===== config.mk =====
export PLATFORM = sky130hd
export DESIGN_NAME = pipeline_ctrl
export DESIGN_NICKNAME = d
export VERILOG_FILES = /design/src/rtl/pipe_ctrl_pkg.sv /design/src/rtl/mul_lat_timer.sv /design/src/rtl/pipeline_ctrl.sv
export SDC_FILE = /design/constraint.sdc
export NUM_CORES = 1
export LEC_CHECK = 0
export ABC_AREA = 1
export CAP_MARGIN = 20
export CELL_PAD_IN_SITES_DETAIL_PLACEMENT = 1
export CELL_PAD_IN_SITES_GLOBAL_PLACEMENT = 1
export CORE_AREA = 3 3 72 74
export DETAILED_ROUTE_END_ITERATION = 8
export DIE_AREA = 0 0 75 77
export GPL_TIMING_DRIVEN = 0
export HOLD_SLACK_MARGIN = 0.02
export PLACE_DENSITY = 0.8
export SLEW_MARGIN = 20
export SYNTH_ARGS = -nofsm -noshare
export SYNTH_HDL_FRONTEND = slang
export SYNTH_HIERARCHICAL = 1
export SYNTH_SLANG_ARGS = --single-unit

===== constraint.sdc =====
create_clock -name CLK -period 4.05 [get_ports CLK]
set_input_delay 0.81 -clock CLK [delete_from_list [all_inputs] [get_ports CLK]]
set_output_delay 0.81 -clock CLK [all_outputs]
set_load 0.03 [all_outputs]

===== src/rtl/pipe_ctrl_pkg.sv =====
// Shared state encoding for the pipeline sequencing controller.
// Imported by the controller top and its testbench.
package pipe_ctrl_pkg;

    localparam int STATE_W = 2;

    typedef enum logic [STATE_W-1:0] {
        ST_RUN  = 2'd0,
        ST_MUL  = 2'd1,
        ST_MEMW = 2'd2
    } state_t;

endpackage


===== src/rtl/mul_lat_timer.sv =====
// Loadable down-counter for multiply occupancy.
// Saturates at zero and exposes a zero flag.
module mul_lat_timer #(
    parameter int W = 2
) (
    input  logic         clk,
    input  logic         rst_n,
    input  logic         load,
    input  logic [W-1:0] load_val,
    input  logic         dec,
    output logic [W-1:0] cnt,
    output logic         zero
);

    always_ff @(posedge clk) begin
        if (!rst_n) begin
            cnt <= '0;
        end else if (load) begin
            cnt <= load_val;
        end else if (dec && (cnt != '0)) begin
            cnt <= cnt - 1'b1;
        end
    end

    assign zero = (cnt == '0);

endmodule


===== src/rtl/pipeline_ctrl.sv =====
// Stall/flush/bubble sequencing for the 5-stage core.
// Covers load-use, multiply occupancy, taken branches and dmem waits.
module pipeline_ctrl
    import pipe_ctrl_pkg::*;
#(
    parameter int MUL_LAT = 4,
    parameter int CNT_W   = 16
) (
    input  logic               CLK,
    input  logic               RST_N,
    input  logic [4:0]         RA_ID,
    input  logic [4:0]         RB_ID,
    input  logic               USE_RA_ID,
    input  logic               USE_RB_ID,
    input  logic [4:0]         RD_EX,
    input  logic               LOAD_EX,
    input  logic               MUL_EX,
    input  logic               BR_TAKEN_EX,
    input  logic               DMEM_WAIT,
    output logic               HOLD_PC,
    output logic               HOLD_IFID,
    output logic               HOLD_IDEX,
    output logic               HOLD_EXMEM,
    output logic               FLUSH_IFID,
    output logic               BUBBLE_IDEX,
    output logic               BUBBLE_EXMEM,
    output logic               BUBBLE_MEMWB,
    output logic [STATE_W-1:0] STATE,
    output logic [CNT_W-1:0]   STALL_CNT
);

    localparam int TW = (MUL_LAT > 2) ? $clog2(MUL_LAT) : 1;
    localparam logic [TW-1:0] MUL_LOAD = TW'(MUL_LAT - 2);

    state_t        state_q;
    state_t        state_nxt;
    logic          tmr_load;
    logic          tmr_dec;
    logic [TW-1:0] tmr_cnt;
    logic          tmr_zero;
    logic          luh;
    logic [CNT_W-1:0] stall_q;

    // r0 is hardwired, so a load targeting it never needs a bubble
    assign luh = LOAD_EX && (RD_EX != 5'd0) &&
                 ((USE_RA_ID && (RA_ID == RD_EX)) ||
                  (USE_RB_ID && (RB_ID == RD_EX)));

    mul_lat_timer #(.W(TW)) u_timer (
        .clk      (CLK),
        .rst_n    (RST_N),
        .load     (tmr_load),
        .load_val (MUL_LOAD),
        .dec      (tmr_dec),
        .cnt      (tmr_cnt),
        .zero     (tmr_zero)
    );

    always_ff @(posedge CLK) begin
        if (!RST_N) begin
            state_q <= ST_RUN;
        end else begin
            state_q <= state_nxt;
        end
    end

    always_comb begin
        HOLD_PC      = 1'b0;
        HOLD_IFID    = 1'b0;
        HOLD_IDEX    = 1'b0;
        HOLD_EXMEM   = 1'b0;
        FLUSH_IFID   = 1'b0;
        BUBBLE_IDEX  = 1'b0;
        BUBBLE_EXMEM = 1'b0;
        BUBBLE_MEMWB = 1'b0;
        state_nxt    = state_q;
        tmr_load     = 1'b0;
        tmr_dec      = 1'b0;
        if (RST_N) begin
            unique case (state_q)
                // MEMW shares RUN evaluation once the wait drops
                ST_RUN, ST_MEMW: begin
                    if (DMEM_WAIT) begin
                        HOLD_PC      = 1'b1;
                        HOLD_IFID    = 1'b1;
                        HOLD_IDEX    = 1'b1;
                        HOLD_EXMEM   = 1'b1;
                        BUBBLE_MEMWB = 1'b1;
                        state_nxt    = ST_MEMW;
                    end else begin
                        state_nxt = ST_RUN;
                        if (MUL_EX) begin
                            HOLD_PC      = 1'b1;
                            HOLD_IFID    = 1'b1;
                            HOLD_IDEX    = 1'b1;
                            BUBBLE_EXMEM = 1'b1;
                            tmr_load     = 1'b1;
                            state_nxt    = ST_MUL;
                        end else if (BR_TAKEN_EX) begin
                            FLUSH_IFID  = 1'b1;
                            BUBBLE_IDEX = 1'b1;
                        end else if (luh) begin
                            HOLD_PC     = 1'b1;
                            HOLD_IFID   = 1'b1;
                            BUBBLE_IDEX = 1'b1;
                        end
                    end
                end
                ST_MUL: begin
                    // multiplier keeps counting even while frozen
                    tmr_dec = !tmr_zero;
                    if (DMEM_WAIT) begin
                        HOLD_PC      = 1'b1;
                        HOLD_IFID    = 1'b1;
                        HOLD_IDEX    = 1'b1;
                        HOLD_EXMEM   = 1'b1;
                        BUBBLE_MEMWB = 1'b1;
                    end else if (!tmr_zero) begin
                        HOLD_PC      = 1'b1;
                        HOLD_IFID    = 1'b1;
                        HOLD_IDEX    = 1'b1;
                        BUBBLE_EXMEM = 1'b1;
                    end else begin
                        state_nxt = ST_RUN;
                    end
                end
                default: state_nxt = ST_RUN;
            endcase
        end
    end

    always_ff @(posedge CLK) begin
        if (!RST_N) begin
            stall_q <= '0;
        end else if (HOLD_PC && (stall_q != '1)) begin
            stall_q <= stall_q + 1'b1;
        end
    end

    assign STATE     = state_q;
    assign STALL_CNT = stall_q;

endmodule


==> results.json, run 1 <==
{
  "hold_depth": 2,
  "hp-class": "flip-flop to flip-flop",
  "crit_buf_inv": 5,
  "firstDrtPassIters": 4,
  "status": "finished clean",
  "globalplace.congestion": 0.861,
  "drc": 0,
  "die-area_um2": 5780,
  "synth_cells": 239,
  "crit_fanout": 11,
  "die_x_um": 75,
  "power_density_nw_per_um2": 231,
  "worstPathCellList": "clkdlybuf4s50_1 > inv_2 > nand2_1 > nand2_1 > nor2_1 > nand3_1 > nand2_1 > nand3_1 > nand2_4 > buf_4 > buf_4 > clkdlybuf4s50_1",
  "crit_top_cell": "nand2_1",
  "wl_per_cell_um": 12.8,
  "nFillCells": 629,
  "swShare_pct": 29.5,
  "r2r_cells": 6,
  "synth.distinct_cells": 28,
  "rsz0062_at_grt": "no",
  "grtUsageTotal_pct": 16.4,
  "seq_area_um2": 400,
  "fp-row-count": 25,
  "core-area_um2": 4660,
  "area_delta_synth_final_pct": 40.4,
  "p_comb_share_pct": 24.7,
  "drv_slew": 0,
  "drv_cap": 0,
  "tightest_slew_ns": 0.654,
  "path_class": "primary input to output pin",
  "finalHoldViolCount": 0,
  "numCtsBuffers": 3,
  "dp_hpwl_um": 3580,
  "yosys_warnings": 6,
  "portBuffers": 48,
  "start_util_pct": 32.0,
  "io-pin-count": 49,
  "period_share_pct": 96.2,
  "max_slew_margin_pct": 56.4,
  "intPower_uw": 340,
  "root_buffer": "clkbuf_8",
  "ys_ff_latch": 20,
  "syn_nets": 264,
  "cts-resized-gates": 0,
  "skew_ns": 0.00116,
  "fin_worst_hold_slack_ns": 0.502,
  "peakVddDrop_mv": 0.111,
  "grt_pass1_wl_um": 7710,
  "max_stage_delay_ns": 0.65,
  "post_cts_buffers": 0,
  "die_y_um": 77,
  "fin_setup_tns_ns": 0,
  "hold_end": "STALL_CNT[15]$_SDFFE_PN0P_",
  "grt_overflow": 0,
  "htreeDepth": 1,
  "arrival_ns": 3.09,
  "switchingPower_uw": 143,
  "reg2reg_from": "STALL_CNT[0]$_SDFFE_PN0P_",
  "critPathTopFamily": "buffers and inverters",
  "cts_buffer_depth": 2,
  "required_ns": 3.24,
  "num-nets-final": 317,
  "drt-vias-per-instance": 4.88,
  "power_leakage_nw": 0.898,
  "antenna_found_initial": 0,
  "insertion_delay_ns": 0.26,
  "syn_area_um2": 1490,
  "ys_seq_area_share_pct": 26.8,
  "syn_area_per_cell_um2": 6.24,
  "period_needed_ns": 3.90,
  "start_kind": "primary input",
  "diodes": 0,
  "hp-start": "STALL_CNT[15]$_SDFFE_PN0P_",
  "postRouteAntennaNets": 0,
  "drive_gt1_share_pct": 8.93,
  "grt_pass1_vias": 1690,
  "grt_max_degree": 12,
  "setup_viol": 0,
  "first_iter_violations": 59,
  "fmax_mhz": 257,
  "clk_pin_slew_worst_paths_ns": 0.08,
  "wl_um": 4430,
  "clkPwrFrac_pct": 32.8,
  "via_count": 1683,
  "regToRegEndpoint": "STALL_CNT[0]$_SDFFE_PN0P_",
  "cp_slowest_cell": "clkdlybuf4s50_1",
  "multi_input_comb_area_um2": 932,
  "endpoint_kind": "output pin",
  "rrSetupSlack_ns": 2.19,
  "sequentialPowerShare_pct": 42.5,
  "tritoncts": "yes",
  "holdBufCountCts": 0,
  "numClockSinks": 20
}
==> layer usage <==
layer	vias to the layer above	track usage (%)	routed length (um)
li1	853	-	-
met1	794	21.3	2030
met2	33	28.2	2220
met3	3	3.28	160
met4	0	2.14	14
met5	-	0	0
==> cells in the final DEF, fill, tap and decap left out, types with 2 or more instances in the layout <==
| cell type | instances |
|---|---|
| clkbuf_8 | 4 |
| nand3_1 | 27 |
| ha_1 | 2 |
| nor3_1 | 2 |
| buf_4 | 3 |
| dfxtp_1 | 20 |
| inv_1 | 26 |
| nand4_1 | 3 |
| nand2_1 | 71 |
| xor2_1 | 7 |
| xnor2_1 | 7 |
| a21oi_1 | 15 |
| nand2_4 | 2 |
| nor2_2 | 3 |
| o21ai_0 | 2 |
| conb_1 | 2 |
| inv_2 | 4 |
| nor2_1 | 28 |
| a21oi_2 | 5 |
| clkdlybuf4s50_1 | 48 |
==> cell families after synthesis <==
group	synth area share (%)
adder cells (fa/ha/maj)	1.68
XOR/XNOR	8.22
buffers and inverters	10.7
AND/OR/NAND/NOR	42.6
AO/OA/AOI/OAI	9.48
flip-flops	26.8
other	0.504
==> cell type report <==
type | instances | area share [%]
Buffer | 6 | 2.03
Clock buffer | 4 | 2.63
Inverter | 31 | 5.56
Multi-Input combinational cell | 182 | 44.5
Sequential cell | 20 | 19.1
Tap cell | 54 | 3.23
Timing Repair Buffer | 48 | 22.9
==> power groups by stage <==
stage / Combinational [mW] / Sequential [mW] / Clock (mW)
after detailed placement: 0.120 / 0.210 / 0
after floorplan: 0.0604 / 0.215 / 0
after CTS: 0.121 / 0.206 / 0.162
after global placement: 0.118 / 0.210 / 0
after global routing: 0.132 / 0.206 / 0.173
final: 0.119 / 0.205 / 0.158
==> per-stage QoR <==
| stage | instance area [um^2] | power [mW] | cells | utilization (%) | setup slack [ns] |
|---|---|---|---|---|---|
| 5_1_grt | 2090 | 0.512 | 345 | 44.9 | 0.00818 |
| 4_1_cts | 2090 | 0.489 | 345 | 44.9 | 0.144 |
| 3_5_place_dp | 2040 | 0.331 | 341 | 43.8 | 0.142 |
| 6_report | 2090 | 0.483 | 345 | 44.9 | 0.153 |
| 3_3_place_gp | 2040 | 0.328 | 341 | 43.8 | 0.161 |
| 2_1_floorplan | 1490 | 0.275 | 239 | - | 1.12 |
==> cells in the mapped netlist <==
master	count	area share, %
nand4_1	3	1.3
nor4_1	1	0.42
nor3_1	2	0.67
dfxtp_1	20	27
clkinv_1	1	0.25
nor2_2	3	1.3
ha_1	2	1.7
nor3b_2	1	0.84
nand2_1	71	18
a21oi_1	15	5.0
xnor2_1	7	4.1
a21oi_2	5	2.9
nor3b_4	1	1.3
xor2_1	7	4.1
buf_6	1	0.75
buf_2	1	0.34
nand2_4	2	1.5
inv_2	4	1.0
buf_4	3	1.5
clkbuf_1	1	0.25
conb_1	2	0.50
a211oi_1	1	0.50
o21ai_0	2	0.67
nor2_1	28	7.0
nand4_4	1	1.4
inv_1	26	6.5
nand3_1	27	9.1
o21ai_1	1	0.34
==> worst max-delay path by stage <==
stage	start	end	slack [ns]	cells past startpoint
after global routing	RST_N	BUBBLE_EXMEM	0.008	5
after global placement	RST_N	BUBBLE_EXMEM	0.16	5
final	RD_EX[4]	HOLD_PC	0.15	12
after detailed placement	RD_EX[4]	HOLD_PC	0.14	12
after floorplan	RST_N	HOLD_EXMEM	1.12	3
after CTS	RD_EX[4]	HOLD_PC	0.14	12
==> tightest hold or removal path: stages, from the launching register on <==
cell     delay (ns)
dfxtp_1        0.34
nand2_1        0.07
a21oi_1        0.05
==> state kept, by name, summed over array words and instances, names as in the netlist <==
name / count
STALL_CNT: 16
STATE: 2
u_timer/cnt: 2
Power figures use the tool's default switching activity.
==> run 2: changes to the inputs <==
CORE_AREA = 2 2 71 73   (was 3 3 72 74)
DIE_AREA = 0 0 73 75   (was 0 0 75 77)
PLACE_DENSITY = 0.81   (was 0.8)
==> run 2 against run 1 <==
  * First-iteration DRC count decreased by 8.5%
  * Sequential share of layout area hardly changed
  * Clock power about the same
  * Clock skew grew 0.0019 ns
  * Cell area up 0.12%
  * Wire length grew 1.3%
  * Combinational power barely moved
  * Worst setup slack gained 0.043 ns
  * Die area decreased by 5.2%
  * Power about the same
  * Fmax up 1.1%
  * Critical endpoint is now BUBBLE_EXMEM
  * Largest cell class unchanged
  * Highest routed layer unchanged
==> results.json, run 2 (synthesis gave the netlist of run 1 again) <==
{
  "place_area_um2": 2040,
  "post_cts_buffers": 0,
  "period_share_pct": 95.2,
  "clk_pin_slew_worst_paths_ns": 0.08,
  "diodes": 0,
  "endpoint_kind": "output pin",
  "fin_worst_hold_slack_ns": 0.517,
  "finalHoldViolCount": 0,
  "die_y_um": 75,
  "largest_reg_flops": 16,
  "fp-row-count": 25,
  "max_slew_margin_pct": 58.6,
  "fin_setup_tns_ns": 0,
  "drv_cap": 0,
  "grtUsageTotal_pct": 18.2,
  "arrival_ns": 3.04,
  "area_delta_synth_final_pct": 40.6,
  "cts_buffer_depth": 2,
  "power_density_nw_per_um2": 230,
  "numClockSinks": 20,
  "drive_gt1_share_pct": 8.93,
  "insertion_delay_ns": 0.26,
  "firstDrtPassIters": 4,
  "num-nets-final": 317,
  "crit_fanout": 10,
  "grt_pass1_wl_um": 7820,
  "core-area_um2": 4660,
  "hp-class": "flip-flop to flip-flop",
  "fmax_mhz": 259,
  "tritoncts": "yes",
  "globalplace.congestion": 0.765,
  "design_area_um2": 2100,
  "holdBufCountCts": 0,
  "grt_max_degree": 12,
  "root_buffer": "clkbuf_8",
  "tightest_slew_ns": 0.621,
  "cts-resized-gates": 0,
  "start_util_pct": 32.0,
  "wl_um": 4490,
  "skew_ns": 0.00311,
  "path_class": "primary input to output pin",
  "start_kind": "primary input",
  "final_common_cell": "nand2_1",
  "drt-vias-per-instance": 4.81,
  "antenna_found_initial": 0,
  "wl_per_cell_um": 13.0,
  "status": "finished clean",
  "dp_hpwl_um": 3610,
  "via_count": 1660,
  "drv_slew": 0,
  "rsz0062_at_grt": "no",
  "postRouteAntennaNets": 0,
  "layout_common_cells": "nand2_1 (71), clkdlybuf4s50_1 (47), nor2_1 (28)",
  "io-pin-count": 49,
  "grt_pass1_vias": 1716,
  "first_iter_violations": 54,
  "grt_overflow": 0,
  "period_needed_ns": 3.85,
  "setup_viol": 0,
  "power_leakage_nw": 0.910,
  "die_x_um": 73,
  "die-area_um2": 5480,
  "htreeDepth": 1,
  "peakVddDrop_mv": 0.143,
  "drc": 0,
  "numCtsBuffers": 3,
  "required_ns": 3.24,
  "portBuffers": 48
}
==> run 2: cell count changes in the layout (fill, tap and decap cells not counted), sizes merged <==
cell / before / now
dlymetal6s2s: 0 / 1
clkdlybuf4s50: 48 / 47
==> run 2: where the power goes <==
group | internal, mW | total (mW) | switching [mW]
Combinational | 0.0529 | 0.121 | 0.0679
Sequential | 0.201 | 0.205 | 0.00425
Clock | 0.0866 | 0.157 | 0.0707
Total | 0.340 | 0.483 | 0.143
==> run 2: worst paths after layout <==
path | startpoint | to | slack [ns] | cells past startpoint
worst max-delay path | RST_N | BUBBLE_EXMEM | 0.20 | 5
worst min-delay path | STALL_CNT[1]$_SDFFE_PN0P_ | STALL_CNT[1]$_SDFFE_PN0P_ | 0.52 | 2
worst max register to register | STALL_CNT[0]$_SDFFE_PN0P_ | STALL_CNT[3]$_SDFFE_PN0P_ | 2.25 | 6
worst min register to register | STALL_CNT[1]$_SDFFE_PN0P_ | STALL_CNT[1]$_SDFFE_PN0P_ | 0.52 | 2
==> run 2: per-stage QoR <==
step | util (%) | power (mW) | cells | setup WS (ns)
finish | 45.0 | 0.483 | 345 | 0.196
global route | 45.0 | 0.511 | 345 | 0.0543
CTS | 44.9 | 0.489 | 345 | 0.152
detailed placement | 43.8 | 0.331 | 341 | 0.143
global placement | 43.8 | 0.328 | 341 | 0.175
floorplan | - | 0.275 | 239 | 1.12
==> run 2: final cells by class <==
class / count / area (um^2)
Inverter: 31 / 116
Buffer: 6 / 42.5
Timing Repair Buffer: 48 / 483
Sequential cell: 20 / 400
Multi-Input combinational cell: 182 / 932
Tap cell: 54 / 67.6
Fill cell: 626 / 2560
Clock buffer: 4 / 55.1
==> run 2: layer usage <==
metal  up-vias  global-route usage (%)  wire (um)
li1        856                       -          -
met1       761                    21.8       2060
met2        35                    33.2       2180
met3         8                    3.61        184
met4         0                    4.94         60
met5         -                       0          0
==> run 2: critical path: stages <==
cell	delay, ns
clkdlybuf4s50_1	0.60
clkinv_1	0.35
clkbuf_1	0.38
a21oi_1	0.21
clkdlybuf4s50_1	0.69
==> run 3: changes to the inputs <==
REMOVE_ABC_BUFFERS = 1   (was not set)
==> run 3 against run 2 <==
  * First-iteration DRC count down 19%
  * Via count down 2.8%
  * Count of clock-buffer cells in the layout down 1
  * Utilization down 1.2 points
  * Final cell count down 2.0%
  * Sequential share of layout area up 0.54 points
  * Worst setup slack better by 0.14 ns
  * Clock power down 17%
  * Non-clock buffer count down 6
  * Fmax up 3.9%
  * Power down 7.1%
  * Clock skew down 0.00098 ns
  * Critical path type unchanged
  * Critical endpoint is now HOLD_PC
  * Largest power group unchanged
  * Highest routed layer unchanged
==> results.json, run 3 (synthesis gave the netlist of run 1 again) <==
{
  "status": "finished clean",
  "drt-vias-per-instance": 4.78,
  "power_density_nw_per_um2": 220,
  "die_x_um": 73,
  "globalplace.congestion": 0.810,
  "power_leakage_nw": 0.869,
  "postRouteAntennaNets": 0,
  "die_y_um": 75,
  "layout_common_cells": "nand2_1 (71), clkdlybuf4s50_1 (48), nor2_1 (28)",
  "root_buffer": "clkbuf_8",
  "firstDrtPassIters": 4,
  "finalHoldViolCount": 0,
  "final_common_cell": "nand2_1",
  "area_delta_synth_final_pct": 36.7,
  "path_class": "primary input to output pin",
  "grt_max_degree": 21,
  "antenna_found_initial": 0,
  "setup_viol": 0,
  "cts_buffer_depth": 2,
  "endpoint_kind": "output pin",
  "fin_setup_tns_ns": 0,
  "arrival_ns": 2.90,
  "insertion_delay_ns": 0.26,
  "start_kind": "primary input",
  "largest_reg_flops": 16,
  "period_needed_ns": 3.71,
  "die-area_um2": 5480,
  "core-area_um2": 4660,
  "grt_overflow": 0,
  "numClockSinks": 20,
  "swShare_pct": 29.7,
  "period_share_pct": 91.6,
  "switchingPower_uw": 133,
  "fin_worst_hold_slack_ns": 0.514,
  "holdBufCountCts": 0,
  "skew_ns": 0.00213,
  "drive_gt1_share_pct": 7.39,
  "p_comb_share_pct": 25.3,
  "intPower_uw": 315,
  "clkPwrFrac_pct": 29.0,
  "clk_pin_slew_worst_paths_ns": 0.07,
  "portBuffers": 48,
  "crit_fanout": 20,
  "start_util_pct": 32.0,
  "grt_pass1_wl_um": 7170,
  "numCtsBuffers": 3,
  "required_ns": 3.24,
  "reg2reg_from": "STALL_CNT[0]$_SDFFE_PN0P_",
  "num-nets-final": 311,
  "first_iter_violations": 44,
  "drv_cap": 0,
  "io-pin-count": 49,
  "dp_hpwl_um": 3320,
  "peakVddDrop_mv": 0.0959,
  "grt_pass1_vias": 1619,
  "diodes": 0,
  "sequentialPowerShare_pct": 45.7,
  "drv_slew": 0,
  "rsz0062_at_grt": "no",
  "wl_um": 4140,
  "nFillCells": 624,
  "worstSetupStartpoint": "RD_EX[2]",
  "hp-class": "flip-flop to flip-flop",
  "grtUsageTotal_pct": 16.7,
  "via_count": 1614,
  "wl_per_cell_um": 12.2,
  "fmax_mhz": 270,
  "htreeDepth": 1,
  "tritoncts": "yes",
  "hp-start": "STALL_CNT[1]$_SDFFE_PN0P_",
  "drc": 0,
  "fp-row-count": 25
}
==> run 3: cell types whose count changed in the layout (fill, tap and decap cells not counted) <==
cell and delta:
clkbuf_1 -1, clkinv_1 -1, clkbuf_8 -1, buf_4 -3
clkinv_2 +1, buf_6 -1, clkdlybuf4s50_1 +1, dlymetal6s2s_1 -1
buf_2 -1
==> run 3: metrics by stage <==
| stage | area (um^2) | util (%) | cells | power, mW | setup WS (ns) |
|---|---|---|---|---|---|
| 6_report | 2040 | 43.8 | 338 | 0.449 | 0.341 |
| 5_1_grt | 2040 | 43.8 | 338 | 0.476 | 0.181 |
| 4_1_cts | 2040 | 43.8 | 338 | 0.457 | 0.341 |
| 3_5_place_dp | 2000 | 42.8 | 335 | 0.324 | 0.0249 |
| 3_3_place_gp | 2000 | 42.8 | 335 | 0.320 | 0.0779 |
| 2_1_floorplan | 1450 | - | 233 | 0.270 | 0.611 |
==> run 3: cell type report <==
class                           instances  area, um^2  area share (%)
Inverter                               31         118            5.77
Timing Repair Buffer                   48         480            23.6
Clock buffer                            3        41.3            2.02
Tap cell                               54        67.6            3.31
Multi-Input combinational cell        182         932            45.7
Sequential cell                        20         400            19.6
==> run 3: metal layers <==
metal / global-route usage, % / vias to the layer above / wire, um
met2: 30.9 / 30 / 2130
met1: 19.3 / 738 / 1820
met4: 5.35 / 0 / 65
met3: 3.21 / 6 / 121
li1: - / 840 / -
met5: 0 / - / 0
==> run 3: worst max-delay path: stages <==
cell and delay (ns):
clkdlybuf4s50_1 0.51, inv_1 0.09, nand2_1 0.07, nand2_1 0.06, nor2_1 0.13, nand3_1 0.09
nand2_1 0.09, nand3_1 0.11, nand2_4 0.23, clkdlybuf4s50_1 0.72
==> run 3: path summary, 6_finish.rpt <==
path              slack (ns)                   endpoint  depth (start not counted)
setup reg to reg        2.15  STALL_CNT[8]$_SDFFE_PN0P_                          6
setup / recovery        0.34                    HOLD_PC                         10
hold reg to reg         0.51  STALL_CNT[1]$_SDFFE_PN0P_                          2
hold / removal          0.51  STALL_CNT[1]$_SDFFE_PN0P_                          2
==> run 3: power by group through the flow <==
stage / Combinational, mW / Clock [mW] / Sequential [mW]
6_report: 0.114 / 0.130 / 0.205
3_5_place_dp: 0.114 / 0 / 0.210
3_3_place_gp: 0.111 / 0 / 0.210
4_1_cts: 0.115 / 0.137 / 0.205
2_1_floorplan: 0.0547 / 0 / 0.215
5_1_grt: 0.126 / 0.144 / 0.206
==> run 3: timing repair <==
| action | CTS | global route |
|---|---|---|
| buffers inserted | 0 | 0 |
| setup endpoints to repair | 1 | 0 |
| hold endpoints to repair | 0 | 0 |
| gates resized for setup | 1 | 0 |
